File: src/rtl/icache_assoc_if.sv
// Fetch-port and instruction-memory bundle for icache_assoc.
// The slave side is the cache; the master side is the datapath/memory.
interface icache_assoc_if;
  logic        imemREN;
  logic [31:0] imemaddr;
  logic        ihit;
  logic [31:0] imemload;
  logic        flush;
  logic        iREN;
  logic [31:0] iaddr;
  logic [31:0] iload;
  logic        iwait;
  logic [31:0] hit_count;
  logic [31:0] miss_count;

  modport slave (
    input  imemREN, imemaddr, flush, iload, iwait,
    output ihit, imemload, iREN, iaddr,
    output hit_count, miss_count
  );

  modport master (
    output imemREN, imemaddr, flush, iload, iwait,
    input  ihit, imemload, iREN, iaddr,
    input  hit_count, miss_count
  );
endinterface

File: src/rtl/icache_assoc.sv
// Set-associative instruction cache with LRU ages,
// burst refill, flush and hit/miss counters.
module icache_assoc #(
  parameter int WAYS     = 2,
  parameter int SETS     = 8,
  parameter int BLKWORDS = 2
) (
  input  logic CLK,
  input  logic RST,
  icache_assoc_if.slave bus
);
  localparam int WB = $clog2(BLKWORDS);
  localparam int KW = (BLKWORDS > 1) ? WB : 1;
  localparam int IW = $clog2(SETS);
  localparam int AW = (WAYS > 1) ? $clog2(WAYS) : 1;
  localparam int LO = 2 + WB + IW;
  localparam int TW = 32 - LO;

  typedef enum logic {IDLE, FILL} state_t;

  state_t        state_q;
  logic [KW-1:0] k_q;
  logic [31:0]   base_q;
  logic [AW-1:0] vic_q;
  logic [31:0]   hit_q;
  logic [31:0]   miss_q;

  logic          valid_q [WAYS][SETS];
  logic [TW-1:0] tag_q   [WAYS][SETS];
  logic [31:0]   data_q  [WAYS][SETS][BLKWORDS];
  logic [AW-1:0] age_q   [SETS][WAYS];

  logic [IW-1:0] idx, fidx, uset;
  logic [TW-1:0] tag, ftag;
  logic [KW-1:0] wsel;
  logic [AW-1:0] hway, vic, uway;
  logic          hit, lookup, last, upd;

  assign idx  = IW'(bus.imemaddr >> (2 + WB));
  assign tag  = bus.imemaddr[31:LO];
  assign wsel = KW'((bus.imemaddr >> 2) & (BLKWORDS - 1));
  assign fidx = IW'(base_q >> (2 + WB));
  assign ftag = base_q[31:LO];

  // Tag compare across the indexed set.
  always_comb begin
    hit  = 1'b0;
    hway = '0;
    for (int w = 0; w < WAYS; w++) begin
      if (!hit && valid_q[w][idx] && tag_q[w][idx] == tag) begin
        hit  = 1'b1;
        hway = AW'(w);
      end
    end
  end

  // Victim: lowest invalid way, else the oldest (age WAYS-1).
  always_comb begin
    vic = '0;
    for (int w = 0; w < WAYS; w++)
      if (age_q[idx][w] == AW'(WAYS - 1)) vic = AW'(w);
    for (int w = WAYS - 1; w >= 0; w--)
      if (!valid_q[w][idx]) vic = AW'(w);
  end

  assign lookup = (state_q == IDLE) && bus.imemREN && !bus.flush;
  assign last   = (state_q == FILL) && !bus.iwait && !bus.flush
                  && (k_q == KW'(BLKWORDS - 1));

  assign bus.ihit     = lookup && hit;
  assign bus.imemload = bus.ihit ? data_q[hway][idx][wsel] : 32'h0;
  assign bus.iREN     = (state_q == FILL);
  assign bus.iaddr    = (state_q == FILL)
                        ? base_q + 32'({k_q, 2'b00})
                        : bus.imemaddr;
  assign bus.hit_count  = hit_q;
  assign bus.miss_count = miss_q;

  // A hit and a refill completion both promote one way to age 0.
  always_comb begin
    upd  = bus.ihit || last;
    uset = bus.ihit ? idx : fidx;
    uway = bus.ihit ? hway : vic_q;
  end

  // Control FSM, valid bits, ages and counters.
  always_ff @(posedge CLK or posedge RST) begin
    if (RST) begin
      state_q <= IDLE;
      k_q     <= '0;
      base_q  <= '0;
      vic_q   <= '0;
      hit_q   <= '0;
      miss_q  <= '0;
      for (int s = 0; s < SETS; s++)
        for (int w = 0; w < WAYS; w++) begin
          valid_q[w][s] <= 1'b0;
          age_q[s][w]   <= AW'(w);
        end
    end else begin
      if (bus.ihit) hit_q <= hit_q + 32'd1;
      if (bus.flush) begin
        state_q <= IDLE;
        k_q     <= '0;
        for (int s = 0; s < SETS; s++)
          for (int w = 0; w < WAYS; w++) begin
            valid_q[w][s] <= 1'b0;
            age_q[s][w]   <= AW'(w);
          end
      end else begin
        if (upd) begin
          for (int w = 0; w < WAYS; w++) begin
            if (AW'(w) == uway)
              age_q[uset][w] <= '0;
            else if (age_q[uset][w] < age_q[uset][uway])
              age_q[uset][w] <= age_q[uset][w] + AW'(1);
          end
        end
        unique case (state_q)
          IDLE: begin
            if (bus.imemREN && !hit) begin
              state_q <= FILL;
              base_q  <= bus.imemaddr & ~32'(BLKWORDS * 4 - 1);
              vic_q   <= vic;
              k_q     <= '0;
              miss_q  <= miss_q + 32'd1;
            end
          end
          FILL: begin
            if (!bus.iwait) k_q <= k_q + KW'(1);
            if (last) begin
              valid_q[vic_q][fidx] <= 1'b1;
              state_q <= IDLE;
              k_q     <= '0;
            end
          end
          default: state_q <= IDLE;
        endcase
      end
    end
  end

  // Line storage; written word by word during a refill.
  always_ff @(posedge CLK) begin
    if (state_q == FILL && !bus.iwait && !bus.flush) begin
      data_q[vic_q][fidx][k_q] <= bus.iload;
      tag_q[vic_q][fidx]       <= ftag;
    end
  end
endmodule

File: src/flat_wrapper.sv
// flat-port wrapper written by rule: the top's interface ports become plain ports
module icache_assoc_flat 
#(
  parameter int WAYS     = 2,
  parameter int SETS     = 8,
  parameter int BLKWORDS = 2
)
  (CLK, RST, bus_imemREN, bus_imemaddr, bus_flush, bus_iload, bus_iwait, bus_ihit, bus_imemload, bus_iREN, bus_iaddr, bus_hit_count, bus_miss_count);
  icache_assoc_if bus_i ();
  input  logic CLK;
  input  logic RST;
  input wire logic [$bits(bus_i.imemREN)-1:0] bus_imemREN;
  input wire logic [$bits(bus_i.imemaddr)-1:0] bus_imemaddr;
  input wire logic [$bits(bus_i.flush)-1:0] bus_flush;
  input wire logic [$bits(bus_i.iload)-1:0] bus_iload;
  input wire logic [$bits(bus_i.iwait)-1:0] bus_iwait;
  output wire logic [$bits(bus_i.ihit)-1:0] bus_ihit;
  output wire logic [$bits(bus_i.imemload)-1:0] bus_imemload;
  output wire logic [$bits(bus_i.iREN)-1:0] bus_iREN;
  output wire logic [$bits(bus_i.iaddr)-1:0] bus_iaddr;
  output wire logic [$bits(bus_i.hit_count)-1:0] bus_hit_count;
  output wire logic [$bits(bus_i.miss_count)-1:0] bus_miss_count;
  assign bus_i.imemREN = bus_imemREN;
  assign bus_i.imemaddr = bus_imemaddr;
  assign bus_i.flush = bus_flush;
  assign bus_i.iload = bus_iload;
  assign bus_i.iwait = bus_iwait;
  assign bus_ihit = bus_i.ihit;
  assign bus_imemload = bus_i.imemload;
  assign bus_iREN = bus_i.iREN;
  assign bus_iaddr = bus_i.iaddr;
  assign bus_hit_count = bus_i.hit_count;
  assign bus_miss_count = bus_i.miss_count;
  icache_assoc #(.WAYS(WAYS), .SETS(SETS), .BLKWORDS(BLKWORDS)) u_core (.CLK(CLK), .RST(RST), .bus(bus_i));
endmodule
File: config.mk
export PLATFORM = sky130hd
export DESIGN_NAME = icache_assoc_flat
export DESIGN_NICKNAME = d
export VERILOG_FILES = /design/src/rtl/icache_assoc_if.sv /design/src/rtl/icache_assoc.sv /design/src/flat_wrapper.sv
export SDC_FILE = /design/constraint.sdc
export NUM_CORES = 2
export LEC_CHECK = 0
export ABC_AREA = 1
export BUFFER_PORTS_ARGS = -buffer_cell sky130_fd_sc_hd__buf_2
export CORE_MARGIN = 2
export CORE_UTILIZATION = 38
export CTS_CLUSTER_SIZE = 20
export DETAILED_ROUTE_END_ITERATION = 8
export PLACE_DENSITY = 0.6
export SLEW_MARGIN = 20
export SYNTH_ARGS = -nofsm -noshare
export SYNTH_HDL_FRONTEND = slang
export SYNTH_SLANG_ARGS = --single-unit
File: constraint.sdc
create_clock -name CLK -period 4.75 [get_ports CLK]
set_input_delay 0.7125 -clock CLK [delete_from_list [all_inputs] [get_ports CLK]]
set_output_delay 0.7125 -clock CLK [all_outputs]
set_load 0.005 [all_outputs]
# Word-level counts from Yosys, hierarchy flattened
# Memories as Yosys holds them, arrays and structs flattened.
# Cells that the tools add are included.
[op_classes]
magnitude_cmp = 13
n_mux = 76
bitwise = 14
n_eq_ne = 4
reduce_logical = 25
n_addsub = 6
[ops]
columns = ["operator", "count"]
rows = [
  ["$mux 512", 1],
  ["$mux 208", 1],
  ["$bmux 64 s3", 1],
  ["$demux 64 s3", 1],
  ["$mux 32", 6],
  ["$mux 64", 3],
  ["$mux 16", 11],
  ["$bmux 26 s3", 2],
  ["$mux 26", 5],
  ["$demux 26 s3", 1],
  ["$add 32x1->32 const B", 2],
  ["$eq 26x26->1", 2],
  ["$add 32x3->32", 1],
  ["$and 16x16->16", 2],
  ["$bwmux 16", 2],
  ["$demux 32 s1", 1],
  ["$not 16->16", 2],
  ["$mux 1", 26],
  ["$or 16x16->16", 1],
  ["$logic_and 1x1->1", 14],
  ["$bmux 2 s3", 2],
  ["$demux 2 s3", 2],
  ["$ge 4x4->1 const B", 3],
  ["$not 3->4", 3],
  ["other kinds (21)", 43],
]
[totals]
output_inout_bits = 130
in_bits = 69
mem_bits_rw = 1440
ff_bits = 128
n_memories = 2
[memory_table]
columns = ["name", "depth", "word_bits", "read_ports", "rd_clocked_by_memory_dff", "write_ports", "line_no", "text"]
rows = [
  ["u_core.data_q", 2, 512, 1, 0, 1, "icache_assoc.sv:30", "logic [31:0] data_q [WAYS][SETS][BLKWORDS];"],
  ["u_core.tag_q", 2, 208, 2, 0, 1, "icache_assoc.sv:29", "logic [TW-1:0] tag_q [WAYS][SETS];"],
]

# Depth between registers and ports, before layout
[depth]
word_depth = 30
mapped_depth = 35
ltp_nobuf = 31

# Worst setup path before layout
# No wires, ideal clock.
[synth_path]
kind = "input port to flip-flop"
start = "input port bus_iwait"
end = "memory u_core.data_q[1][128] (netlist bit) (enable)"
setup_slack_ns = 0.484
stages = 5
setup_time_ns = 0.461
arrival_time_ns = 3.805
cell_sequence = "or2_2 nor2_1 inv_1 clkbuf_1 nor3_1"
[synth_between]
elab_chain_len = 5
[synth_lines]
columns = ["element", "line_no", "text"]
rows = [
  ["start: declaration", "flat_wrapper.sv:16", "input wire logic [$bits(bus_i.iwait)-1:0] bus_iwait;"],
  ["$logic_not 1->1", "icache_assoc.sv:145", "if (state_q == FILL && !bus.iwait && !bus.flush) begin"],
  ["$logic_and 1x1->1 (2 in series)", "icache_assoc.sv:145", ""],
  ["$mux 1", "icache_assoc.sv:145", ""],
  ["$mux 512 (not written as such)", "icache_assoc.sv:146", "data_q[vic_q][fidx][k_q] <= bus.iload;"],
  ["end: declaration", "icache_assoc.sv:30", ""],
]
# Every way passes these cells.

# Worst setup path in the final report
[layout_path]
start = "input port bus_imemaddr[3]"
end = "output port bus_imemload[16]"
[layout_between]
elab_chain_len = 19
elab_cells_between_ends = 31
classes_between = "eq/ne: 2; mux: 22; bitwise: 1; reduce/logical: 5; memory: 1"
[layout_lines]
columns = ["element", "line_no", "text"]
rows = [
  ["start: declaration", "flat_wrapper.sv:13", "input wire logic [$bits(bus_i.imemaddr)-1:0] bus_imemaddr;"],
  ["$not 3->4 (not written as such) *", "icache_assoc.sv:50, icache_assoc.sv:71", ""],
  ["$bmux 26 s3", "icache_assoc.sv:50", "if (!hit && valid_q[w][idx] && tag_q[w][idx] == tag) begin"],
  ["$mux 26 (not written as such) (2 in series)", "icache_assoc.sv:50", ""],
  ["$eq 26x26->1", "icache_assoc.sv:50", ""],
  ["$logic_and 1x1->1", "icache_assoc.sv:50", ""],
  ["$mux 1", "icache_assoc.sv:50", ""],
  ["$logic_not 1->1", "icache_assoc.sv:50", ""],
  ["$logic_and 1x1->1 (2 in series)", "icache_assoc.sv:50", ""],
  ["$mux 1", "icache_assoc.sv:50", ""],
  ["$mem_v2 2x512", "-", ""],
  ["$bmux 64 s3", "icache_assoc.sv:71", "assign bus.imemload = bus.ihit ? data_q[hway][idx][wsel] : 32'h0;"],
  ["$mux 64 (not written as such) (2 in series)", "icache_assoc.sv:71", ""],
  ["$mux 32 (not written as such) (3 in series)", "icache_assoc.sv:71", ""],
  ["$mux 32 *", "icache_assoc.sv:71", ""],
  ["end: declaration", "flat_wrapper.sv:18", "output wire logic [$bits(bus_i.imemload)-1:0] bus_imemload;"],
]
# Every way passes the cells marked *; elsewhere a longest branch is shown, timed or not. The select of a mux whose other input is x is not followed.

==> results.json <==
{
  "status": "finished with violations",
  "violations": "negative setup slack",
  "crit_type": "in2out",
  "gp_congestion": 0.9041,
  "ys_types": 38,
  "layout-drive-gt1-share_pct": 17.06,
  "leakagePower_nw": 31.26,
  "irDropWorstVdd_uv": 358.3,
  "n_fill_cell": 15650,
  "hold_class": "in2reg",
  "grt_pass1_vias": 44640,
  "die_area_um2": 177500,
  "synthMuxAreaShare_pct": 0,
  "arrival_ns": 4.13,
  "slew_headroom_pct": 4.667,
  "grt-ovfl-total": 0,
  "synth_top_area_share_pct": 65.34,
  "antenna_found_initial": 19,
  "cp.depth": 27,
  "cts_root_buffer": "clkbuf_16",
  "critPathLaunchType": "input port",
  "wl_um": 209400,
  "critPathMaxStageDelay_ns": 0.31,
  "max_freq_mhz": 206.7,
  "die_x_um": 421.3,
  "ios": 199,
  "finClkSkew_ns": 0.06115,
  "crit_top_cell": "nand2_1",
  "period_share_pct": 101.9,
  "power_density_nw_per_um2": 376.3,
  "setup-violations-final": 17,
  "layout_common_cells": "nand2_1 (1830), edfxtp_1 (1440), nand3_1 (1137)",
  "clock-sinks": 1568,
  "fp-row-count": 153,
  "vias_per_cell": 5.374,
  "synth_area_um2": 66180,
  "cts-buffers-inserted": 164,
  "postRouteAntennaNets": 0,
  "hold_viol": 0,
  "clk_latency_ns": 0.81,
  "routedWlPerCell_um": 23.32,
  "fin_nets": 6585,
  "vias": 48250,
  "core_um2": 173400,
  "ys_warn_count": 0,
  "yosysTopAreaCell": "edfxtp_1",
  "final_common_cell": "nand2_1",
  "cts_buffer_depth": 3,
  "crit_path_max_fanout": 33,
  "ys_seq_area_share_pct": 70.20,
  "synth_seq_cells": 1568,
  "dpl_worst_slack_ns": -0.2934,
  "rsz0062_at_grt": "true",
  "dpl_cell_area_um2": 71900,
  "finalWorstSetupSlack_ns": -0.08796,
  "cts_tree": "built",
  "port_buffers": 198,
  "synth_top_family_by_area": "simple AND/OR/NAND/NOR gates",
  "synthTopCellsByArea": "edfxtp_1 (65%), nand2_1 (11%), nand3_1 (9.5%), dfrtp_1 (4.5%), inv_1 (2.1%)",
  "rr_worst_depth": 24,
  "slew_viol_final": 0,
  "postLayoutCellArea_um2": 80560,
  "reg2reg_slack_ns": 0.90,
  "crit_family": "simple AND/OR/NAND/NOR gates",
  "start_util_pct": 38.16,
  "min_path_cells": 3,
  "synth_nets": 6134,
  "synthCells": 6063,
  "worst_pin_slew_ns": 1.430,
  "h-tree-depth": 4,
  "cap_violations": 0,
  "die_y_um": 421.3,
  "clk_pin_slew_ns": 0.06,
  "grt_usage_pct": 22.15,
  "synth_fa_ha_area_share_pct": 0.03781,
  "cp-end-kind": "output pin",
  "post_synth.cell_area_avg_um2": 10.91,
  "synth_compound_area_share_pct": 1.845,
  "grt_max_degree": 182,
  "area_growth_pct": 21.73,
  "cp_num_buf_inv": 9,
  "synth_xor_xnor_area_share_pct": 0.8073,
  "grt_pass1_wl_um": 295500,
  "cp.required_ns": 4.04,
  "firstDrtPassIters": 8,
  "drcViolationCount": 0,
  "slowest_stage": "a21oi_2",
  "post-route-util_pct": 46.45,
  "period_needed_ns": 4.838,
  "dp_hpwl_um": 112300,
  "synth-simple-area-share_pct": 22.58,
  "drt_iter0_markers": 5659
}
cell usage after synthesis:
library cell and instances:
buf_4 19, inv_2 9, nand3b_1 8, nor2_1 261
buf_2 99, o21ai_1 32, nand2_4 5, nand2_1 1858
nor3b_1 1, nand3_1 1259, xor2_1 37, nor2_4 2
dfstp_2 8, o311ai_0 1, a221oi_1 1, a21oi_1 66
or2_2 1, edfxtp_1 1440, inv_4 1, o211ai_1 17
buf_1 52, a31oi_1 5, clkbuf_1 153, ha_1 2
nand2_2 5, o21ai_0 109, nand4_1 27, nor3_1 37
xnor2_1 24, o21ai_2 1, inv_1 364, clkinv_1 4
nand3_4 1, nor2_2 10, nand4_4 1, nor4_1 8
buf_6 15, dfrtp_1 120
per-stage QoR:
| stage | instances | setup TNS, ns | total power, mW | hold slack (ns) |
|---|---|---|---|---|
| 2_1_floorplan | 6063 | 0 | 16.85 | 0.4405 |
| 3_3_place_gp | 8557 | -5.746 | 17.75 | 0.4499 |
| 3_5_place_dp | 8557 | -5.965 | 17.78 | 0.4602 |
| 4_1_cts | 8868 | -0.03349 | 30.36 | 0.1299 |
| 5_1_grt | 8977 | -5.521 | 31.21 | 0.2821 |
| 6_report | 8979 | -0.5457 | 30.31 | 0.2755 |
worst reg2reg max path, delay by kind of cell, from the launching register on:
family        cells  cell delay (ns)
simple gates     18             1.99
buf+inv           6             1.41
flops             1             0.37
cells by family after synthesis:
kind of cell	after synthesis
and+or+nand+nor	3484
adders and majority gates	2
DFF	1568
xor gates and xnor gates	61
AOI/OAI and AO/OA	232
buffers and inverters	716
what timing repair did:
| action | CTS | global route |
|---|---|---|
| gates resized for setup | 67 | 258 |
| pin swaps | 5 | 83 |
| endpoints found under the setup margin | 32 | 32 |
| hold buffers | 0 | 1 |
| hold endpoints to repair | 0 | 31 |
| setup buffers | 2 | 52 |
| cloned | 10 | 51 |
report_power, final:
part | total, mW | internal (mW) | switching, mW | leakage [nW]
Combinational | 2.01 | 0.625 | 1.39 | 14.1
Clock | 12.7 | 7.23 | 5.44 | 2.56
Sequential | 15.6 | 15.4 | 0.262 | 14.6
Total | 30.3 | 23.2 | 7.08 | 31.3
layer usage:
metal / track usage [%] / wire length [um] / up-vias
li1: - / - / 21770
met4: 7.718 / 7171 / 2
met1: 30.36 / 84970 / 23730
met2: 35.95 / 98990 / 2323
met3: 3.333 / 18220 / 427
met5: 0 / 8 / -
area by class of cell:
type | instances | area (um2) | share of cell area [%]
multi-input cells | 3779 | 17950 | 22.29
repair buffers | 620 | 6407 | 7.954
diodes | 7 | 17.52 | 0.02174
clock buffers | 224 | 4516 | 5.605
repair inverters | 3 | 38.79 | 0.04815
flip-flops and latches | 1568 | 46460 | 57.67
well taps | 2325 | 2909 | 3.611
inverters | 378 | 1503 | 1.865
clock inverters | 75 | 757.0 | 0.9397
state kept, by name (all words and copies together), names as in the netlist:
name,cells
u_core.tag_q,416
u_core.valid_q,16
u_core.bus.miss_count,32
u_core.vic_q,1
u_core.base_q,29
u_core.age_q,16
u_core.data_q,1024
u_core.bus.hit_count,32
u_core.bus.iREN,1
u_core.k_q,1
worst paths after layout:
path	start	endpoint
worst max-delay path	bus_imemaddr[3]	bus_imemload[16]
worst min-delay path	bus_imemaddr[8]	u_core.base_q[8]$_DFFE_PP0P_
worst max register to register	u_core.tag_q[0][127]$_DFFE_PP_	u_core.age_q[4]$_DFFE_PP1P_
worst min register to register	u_core.bus.miss_count[31]$_DFFE_PP0P_	u_core.bus.miss_count[31]$_DFFE_PP0P_
max in group asynchronous	RST	u_core.base_q[9]$_DFFE_PP0P_
min in group asynchronous	RST	u_core.bus.miss_count[16]$_DFFE_PP0P_
No activity file was read; power rests on OpenSTA's default activity.
